<file path="config.mk">
export PLATFORM = sky130hd
export DESIGN_NAME = maq_h
export DESIGN_NICKNAME = d
export VERILOG_FILES = /design/src/rtl/maq_h.sv
export SDC_FILE = /design/constraint.sdc
export NUM_CORES = 1
export LEC_CHECK = 0
export ABC_AREA = 1
export CORE_MARGIN = 1
export CORE_UTILIZATION = 43
export DETAILED_ROUTE_END_ITERATION = 6
export GPL_TIMING_DRIVEN = 0
export PLACE_DENSITY = 0.63
export SYNTH_ARGS = -nofsm -noshare
export SYNTH_HDL_FRONTEND = slang
export SYNTH_SLANG_ARGS = --single-unit
</file>
<file path="constraint.sdc">
create_clock -name clock -period 1.6 [get_ports clock]
set_input_delay 0.16 -clock clock [delete_from_list [all_inputs] [get_ports clock]]
set_output_delay 0.16 -clock clock [all_outputs]
set_load 0.05 [all_outputs]
</file>
<file path="src/rtl/maq_h.sv">
`default_nettype none
//============================================================================
// Module      : maq_h
// Description : Hours stage of the clock chain. Keeps the hour as BCD 00-23,
//               counts 0->1 edges of the minutes-stage hour carry, and pulses
//               novo_dia on a carry-driven 23->00 rollover. In adjust mode a
//               synchronised, debounced push button steps the hour instead,
//               and piscar toggles on every 1 Hz tick to blink the display.
// Macro       : FORMATO_12H_EN - when defined, the outputs show the hour in
//               12 h format (01-12) with pm; the internal count stays 00-23.
// Ports       : clock, reset (sync, active-high), enable1hz (1 Hz tick),
//               incrementa_hora (hour carry level), modo_ajuste (adjust mode),
//               botao_hora (raw async button), bcd_h_lsd[3:0], bcd_h_msd[1:0],
//               novo_dia (day pulse), piscar (blink flag), pm (PM flag).
// Revision    : 1.0 - initial release
//============================================================================
module maq_h #(
    parameter int SYNC_STAGES  = 2,
    parameter int DEBOUNCE_MAX = 50000
) (
    input  logic       clock,
    input  logic       reset,
    input  logic       enable1hz,
    input  logic       incrementa_hora,
    input  logic       modo_ajuste,
    input  logic       botao_hora,
    output logic [3:0] bcd_h_lsd,
    output logic [1:0] bcd_h_msd,
    output logic       novo_dia,
    output logic       piscar,
    output logic       pm
);

    localparam int                 c_CNT_W   = $clog2(DEBOUNCE_MAX + 1);
    localparam logic [c_CNT_W-1:0] c_DEB_MAX = c_CNT_W'(DEBOUNCE_MAX);

    typedef enum logic [0:0] {
        ST_NORMAL = 1'b0,
        ST_AJUSTE = 1'b1
    } state_t;

    state_t r_state;
    state_t w_state_next;

    logic                   r_inc_q;
    logic                   w_carry_evt;
    logic [SYNC_STAGES-1:0] r_sync;
    logic                   w_btn_sync;
    logic [c_CNT_W-1:0]     r_deb_cnt;
    logic                   r_btn_stable;
    logic                   r_btn_prev;
    logic                   w_btn_evt;
    logic [3:0]             r_h_lsd;
    logic [1:0]             r_h_msd;
    logic                   w_is_23;
    logic                   w_inc_evt;
    logic                   w_day_wrap;
    logic                   r_novo_dia;
    logic                   r_piscar;
    logic                   w_piscar_next;

    //------------------------------------------------------------------------
    // Hour carry: one event per 0->1 transition of the level input
    //------------------------------------------------------------------------
    always_ff @(posedge clock) begin
        if (reset) begin
            r_inc_q <= 1'b0;
        end else begin
            r_inc_q <= incrementa_hora;
        end
    end

    assign w_carry_evt = incrementa_hora & ~r_inc_q;

    //------------------------------------------------------------------------
    // Button synchroniser and debouncer
    //------------------------------------------------------------------------
    always_ff @(posedge clock) begin
        if (reset) begin
            r_sync <= '0;
        end else begin
            r_sync <= {r_sync[SYNC_STAGES-2:0], botao_hora};
        end
    end

    assign w_btn_sync = r_sync[SYNC_STAGES-1];

    // The counter only runs while the synced input disagrees with the
    // accepted level; any agreement (a bounce back) restarts the wait.
    always_ff @(posedge clock) begin
        if (reset) begin
            r_deb_cnt    <= '0;
            r_btn_stable <= 1'b0;
            r_btn_prev   <= 1'b0;
        end else begin
            r_btn_prev <= r_btn_stable;
            if (w_btn_sync != r_btn_stable) begin
                if (r_deb_cnt == c_DEB_MAX) begin
                    r_btn_stable <= w_btn_sync;
                    r_deb_cnt    <= '0;
                end else begin
                    r_deb_cnt <= r_deb_cnt + 1'b1;
                end
            end else begin
                r_deb_cnt <= '0;
            end
        end
    end

    assign w_btn_evt = r_btn_stable & ~r_btn_prev;

    //------------------------------------------------------------------------
    // Mode state machine
    //------------------------------------------------------------------------
    always_ff @(posedge clock) begin
        if (reset) begin
            r_state <= ST_NORMAL;
        end else begin
            r_state <= w_state_next;
        end
    end

    assign w_is_23 = (r_h_msd == 2'd2) && (r_h_lsd == 4'd3);

    always_comb begin
        w_state_next  = r_state;
        w_inc_evt     = 1'b0;
        w_day_wrap    = 1'b0;
        w_piscar_next = 1'b0;
        case (r_state)
            ST_NORMAL: begin
                // A carry arriving with the switch into adjust is still
                // counted, because the state has not changed yet.
                w_inc_evt  = w_carry_evt;
                w_day_wrap = w_carry_evt & w_is_23;
                if (modo_ajuste) begin
                    w_state_next = ST_AJUSTE;
                end
            end
            ST_AJUSTE: begin
                // Carries are dropped here; only the button steps the hour.
                w_inc_evt = w_btn_evt;
                if (!modo_ajuste) begin
                    w_state_next = ST_NORMAL;
                end else begin
                    w_piscar_next = r_piscar ^ enable1hz;
                end
            end
            default: begin
                w_state_next = ST_NORMAL;
            end
        endcase
    end

    //------------------------------------------------------------------------
    // Hour counter, day pulse and blink flag
    //------------------------------------------------------------------------
    always_ff @(posedge clock) begin
        if (reset) begin
            r_h_lsd    <= 4'd0;
            r_h_msd    <= 2'd0;
            r_novo_dia <= 1'b0;
            r_piscar   <= 1'b0;
        end else begin
            r_novo_dia <= w_day_wrap;
            r_piscar   <= w_piscar_next;
            if (w_inc_evt) begin
                if (w_is_23) begin
                    r_h_lsd <= 4'd0;
                    r_h_msd <= 2'd0;
                end else if (r_h_lsd == 4'd9) begin
                    r_h_lsd <= 4'd0;
                    r_h_msd <= r_h_msd + 2'd1;
                end else begin
                    r_h_lsd <= r_h_lsd + 4'd1;
                end
            end
        end
    end

    assign novo_dia = r_novo_dia;
    assign piscar   = r_piscar;

    //------------------------------------------------------------------------
    // Display format
    //------------------------------------------------------------------------
`ifdef FORMATO_12H_EN
    // Conversion done directly on the BCD digits, by tens digit.
    always_comb begin
        bcd_h_lsd = r_h_lsd;
        bcd_h_msd = r_h_msd;
        pm        = 1'b0;
        case (r_h_msd)
            2'd0: begin
                if (r_h_lsd == 4'd0) begin        // 00 -> 12 am
                    bcd_h_msd = 2'd1;
                    bcd_h_lsd = 4'd2;
                end
            end
            2'd1: begin
                if (r_h_lsd == 4'd2) begin        // 12 -> 12 pm
                    pm = 1'b1;
                end else if (r_h_lsd > 4'd2) begin // 13-19 -> 01-07 pm
                    pm        = 1'b1;
                    bcd_h_msd = 2'd0;
                    bcd_h_lsd = r_h_lsd - 4'd2;
                end
            end
            default: begin
                pm = 1'b1;
                if (r_h_lsd < 4'd2) begin         // 20-21 -> 08-09 pm
                    bcd_h_msd = 2'd0;
                    bcd_h_lsd = r_h_lsd + 4'd8;
                end else begin                    // 22-23 -> 10-11 pm
                    bcd_h_msd = 2'd1;
                    bcd_h_lsd = r_h_lsd - 4'd2;
                end
            end
        endcase
    end
`else
    assign bcd_h_lsd = r_h_lsd;
    assign bcd_h_msd = r_h_msd;
    assign pm        = 1'b0;
`endif

endmodule
`default_nettype wire

</file>
Yosys cells after proc, flatten, opt, wreduce, memory -nomap -nowiden
Index checks and enable logic that the tools add are counted.
- add/subtract/negate cells: 3
- multiply operators: 0
- div/mod/pow operators: 0
- order comparisons: 0
- equal/unequal tests: 5
- shifts and indexed selects: 0
- mux-type cells: 6
- bitwise logic cells: 9
- reduce and logical (&&, ||, !) cells: 7
- operators by type and width (operator ; number):
    $add 16x1->16 const B ; 1
    $eq 16x16->1 const B ; 1
    $mux 4 ; 2
    $reduce_or 3->1 ; 2
    $not 1->1 ; 5
    $add 4x1->4 const B ; 1
    $eq 4x2->1 const B ; 1
    $eq 4x4->1 const B ; 1
    $mux 2 ; 2
    $reduce_and 2->1 ; 2
    $and 1x1->1 ; 3
    $add 2x1->2 const B ; 1
    $eq 2x2->1 const B ; 1
    $pmux 1 s2 ; 1
    $reduce_bool 2->1 ; 1
    $reduce_or 2->1 ; 1
    $logic_and 1x1->1 ; 1
    $mux 1 ; 1
    $ne 1x1->1 ; 1
    $xor 1x1->1 ; 1
- register bits after elaboration: 30
- latch bits: 0
- bits in writable memories: 0
- memory bits (read-only): 0
- input bits: 6
- output and inout port bits: 9
- word-level logic and storage cells: 40
- memories kept: 0

Longest topological paths before layout
- word-level depth: 4
- depth in mapped cells: 8
- mapped depth without buffers: 8

Least setup slack after synthesis
No wires, ideal clock.
- path type: register to register
- start: reg r_h_lsd[0], in the netlist bcd_h_lsd[0]
- end: reg r_h_lsd[1], in the netlist bcd_h_lsd[1]
- library setup time: 0.116 ns
- data arrival time: 1.387 ns
- required time: 1.484 ns
- setup slack: 0.096 ns
- cell stages (with the launch flop): 7
- cells stage by stage: dfxtp_1 -> ha_1 -> nand3_1 -> nand2_1 -> nand2_2 -> nand2_1 -> nor2_1
- word-level cells in the longest chain between the ends: 3
- elaborated cells on any way between the ends: 6
- those cells by class: 1 x add/sub; 2 x eq/ne; 2 x mux; 1 x reduce/logical
- ends and longest elaborated chain (item ; line ; source):
    start: declaration ; 53 ; logic [3:0] r_h_lsd;
    start signal: assignment ; 175 ; r_h_lsd <= r_h_lsd + 4'd1;
    $add 4x1->4 (tied with other cells) ; 175 ;
    $mux 4 or $logic_and 1x1->1 (tied branches) ; 171, 123 ;
    $mux 4 * ; 168 ; if (w_is_23) begin
Every way passes the cells marked *; elsewhere a longest branch is shown, timed or not.
A chain may end at the register's enable or synchronous reset.

Worst setup path after layout
- start: reg r_h_lsd[0], in the netlist bcd_h_lsd[0]
- end: out bcd_h_lsd[0]
- RTL lines (item ; line ; source):
    end: declaration ; 27 ; output logic [3:0] bcd_h_lsd,
No word-level cell between the ends.

==> impl_metrics.env <==
export IMPL_max_freq_mhz=697
export IMPL_finalSetupViolations=0
export IMPL_syn2layout_area_growth_pct=15.3
export IMPL_synth_top_cells_by_count="44 x nor2_1, 43 x nand2_1, 30 x dfxtp_1"
export IMPL_io_buffers=12
export IMPL_power_frac_comb=0.067
export IMPL_start_util=0.468
export IMPL_grt_max_degree=11
export IMPL_core_area_um2=3150
export IMPL_synthFlopType="dfxtp_1"
export IMPL_pwr_share_clk=0.354
export IMPL_fin_skew_ps=6.44
export IMPL_ys_types=24
export IMPL_grt_overflow=0
export IMPL_setup_slack_ps=165
export IMPL_placementRows=20
export IMPL_r2r_slack_ps=260
export IMPL_syn_avg_cell_area_um2=6.96
export IMPL_htree_levels=2
export IMPL_hold_viol_final=0
export IMPL_cts_buffers=5
export IMPL_busiest_layer="met2"
export IMPL_critical_path_buf_inv_count=1
export IMPL_yosys_warnings=0
export IMPL_arrival_ps=1270
export IMPL_crit_type="reg -> out"
export IMPL_ant_nets=0
export IMPL_grt_use_total=0.175
export IMPL_diodes=0
export IMPL_die_area_um2=3670
export IMPL_pwr_density_cell_nw_per_um2=777
export IMPL_async_reset_ff_frac=0
export IMPL_dp_hpwl_um=2070
export IMPL_antenna_found_initial=0
export IMPL_post_route_period_util=0.897
export IMPL_rsz0062_at_grt="no"
export IMPL_netSwitchingPower_uw=320
export IMPL_yosysSeqAreaShare=0.407
export IMPL_drive_above_1_share=0.0905
export IMPL_drc=0
export IMPL_synth_edf_count=0
export IMPL_io_pins=15
export IMPL_clock_latency_ps=320
export IMPL_period_needed_ps=1430
export IMPL_hold_path_class="in -> reg"
export IMPL_vdd_drop_max_mv=0.471
export IMPL_power_static_leakage_uw=0.000669
export IMPL_postSynthCellCount=212
export IMPL_cts_resized=8
export IMPL_cap_violations=0
export IMPL_vias_per_cell=4.75
export IMPL_fill_cells=331
export IMPL_use_met3=0.0533
export IMPL_slew_violations=0
export IMPL_end_kind="primary output"
export IMPL_power_frac_seq=0.579
export IMPL_cp_data_required_time_ps=1440
export IMPL_yosysTopAreaCell="dfxtp_1"
export IMPL_postCtsSetupBuffers=0
export IMPL_synth_seq_cells=30
export IMPL_outcome="completed"
export IMPL_hold_buffers=0
export IMPL_synth_area_leaders="dfxtp_1 41%, nor2_1 11%, nand2_1 11%, inv_1 7.1%, nand3_1 5.8%"
export IMPL_p_total_uw=1320
export IMPL_p_int_uw=1000
export IMPL_sw_frac_of_total=0.242
export IMPL_cts_clk_slew_worst_paths_ps=90
export IMPL_place_ws_ps=172
export IMPL_critical_path_cell_chain="dlygate4sd2_1"
export IMPL_routed_wl_um=2690
export IMPL_synth_area_um2=1480
export IMPL_drt_first_iter_violations=88
export IMPL_synth_net_count=222
export IMPL_die_h_um=60.6
export IMPL_first_pass_iters=4
export IMPL_slowest_stage="dlygate4sd2_1"
export IMPL_place_gp_congestion=0.818
export IMPL_grt_pass1_wl_um=4810
export IMPL_wl_per_cell_um=9.73
export IMPL_grtUsageMet2=0.259
export IMPL_synth_top_area_share=0.407
export IMPL_via_count=1311
export IMPL_worstPathMaxFanout=5
export IMPL_cpPeakStageDelay_ps=550
export IMPL_cts_tree="built"
export IMPL_finalNetCount=241
export IMPL_grt_util_met1=0.242
export IMPL_die_w_um=60.6
export IMPL_cp_top_family="buffers and inverters"
export IMPL_critPathLaunchType="register"
export IMPL_final_setup_tns_ps=0
export IMPL_synth_most_common_cell="nor2_1"
export IMPL_clk_path_buf_depth=2
export IMPL_clock_root_buffer="clkbuf_4"
export IMPL_cts_sinks=30
export IMPL_grt_pass1_vias=1139
-- sequential cells by signal, indices dropped and copies added (netlist names) --
register      count
r_deb_cnt        16
bcd_h_lsd         4
bcd_h_msd         2
r_sync            2
novo_dia          1
piscar            1
r_btn_prev        1
r_btn_stable      1
r_inc_q           1
r_state           1
-- cells in the final DEF (no fill, tap or decap), drive strengths merged --
| master | Yosys | layout |
|---|---|---|
| inv | 30 | 30 |
| xnor2 | 3 | 3 |
| nand4 | 6 | 6 |
| nor2 | 46 | 46 |
| dfxtp | 30 | 30 |
| nor4 | 1 | 1 |
| xor2 | 5 | 5 |
| nand2 | 47 | 47 |
| buf | 3 | 3 |
| a21oi | 9 | 9 |
| o21ai | 5 | 5 |
| conb | 1 | 1 |
| clkdlybuf4s50 | 0 | 4 |
| clkinv | 0 | 1 |
| o21bai | 1 | 1 |
| clkbuf | 0 | 7 |
| dlygate4sd2 | 0 | 8 |
| nor3 | 3 | 3 |
| ha | 4 | 4 |
| nand3 | 18 | 18 |
-- worst paths after layout --
kind	depth (start not counted)	from	endpoint
worst max-delay path	1	bcd_h_lsd[0]	bcd_h_lsd[0]
worst min-delay path	2	reset	r_btn_prev
worst max register to register	7	r_deb_cnt[0]	r_deb_cnt[12]
worst min register to register	2	r_sync[0]	r_sync[1]
-- routing by layer --
layer	wire, µm	vias up
met2	1140	32
li1	-	695
met1	1370	580
met3	140	4
met5	0	-
met4	35	0
-- per-stage QoR --
step	cells	utilization	hold WS (ps)	cell area [µm²]
after floorplan	212	-	267	1480
after global placement	268	0.523	357	1650
after detailed placement	268	0.523	366	1650
after CTS	276	0.539	16.3	1700
after global routing	276	0.539	24.9	1700
final	276	0.539	31.4	1700
-- worst register-to-register path: cells and delay by family (launching register included) --
family | cells | cell delay [ps]
AOI/OAI and AO/OA | 1 | 150
adders and majority gates | 1 | 220
buffers and inverters | 1 | 50
and+or+nand+nor | 4 | 500
DFF | 1 | 390
-- area by class of cell --
type	count	area, µm²	share of cell area
plain buffers	3	30.0	0.0177
clock buffers	7	55.1	0.0324
clock inverters	1	5.00	0.00294
inverters	30	113	0.0662
multi-input cells	149	732	0.430
flip-flops and latches	30	601	0.353
well taps	44	55.1	0.0324
repair buffers	12	110	0.0648
-- cell families (layout without fill, tap and decap cells) --
kind of cell,Yosys count,after routing,synth area share
adders and majority gates,4,4,0.0339
DFF,30,30,0.407
and+or+nand+nor,121,121,0.355
other,1,1,0.00254
xor gates and xnor gates,8,8,0.0475
AOI/OAI and AO/OA,15,15,0.0577
buffers and inverters,33,53,0.0967
-- power by group through the flow --
stage          logic, µW  registers (µW)  clock network [µW]
2_1_floorplan       47.7             798                   0
3_3_place_gp        90.7             782                   0
3_5_place_dp        92.6             783                   0
4_1_cts             89.5             765                 487
5_1_grt             99.1             767                 522
6_report            88.5             765                 468
Note: power is estimated with default switching activity, not from simulation.
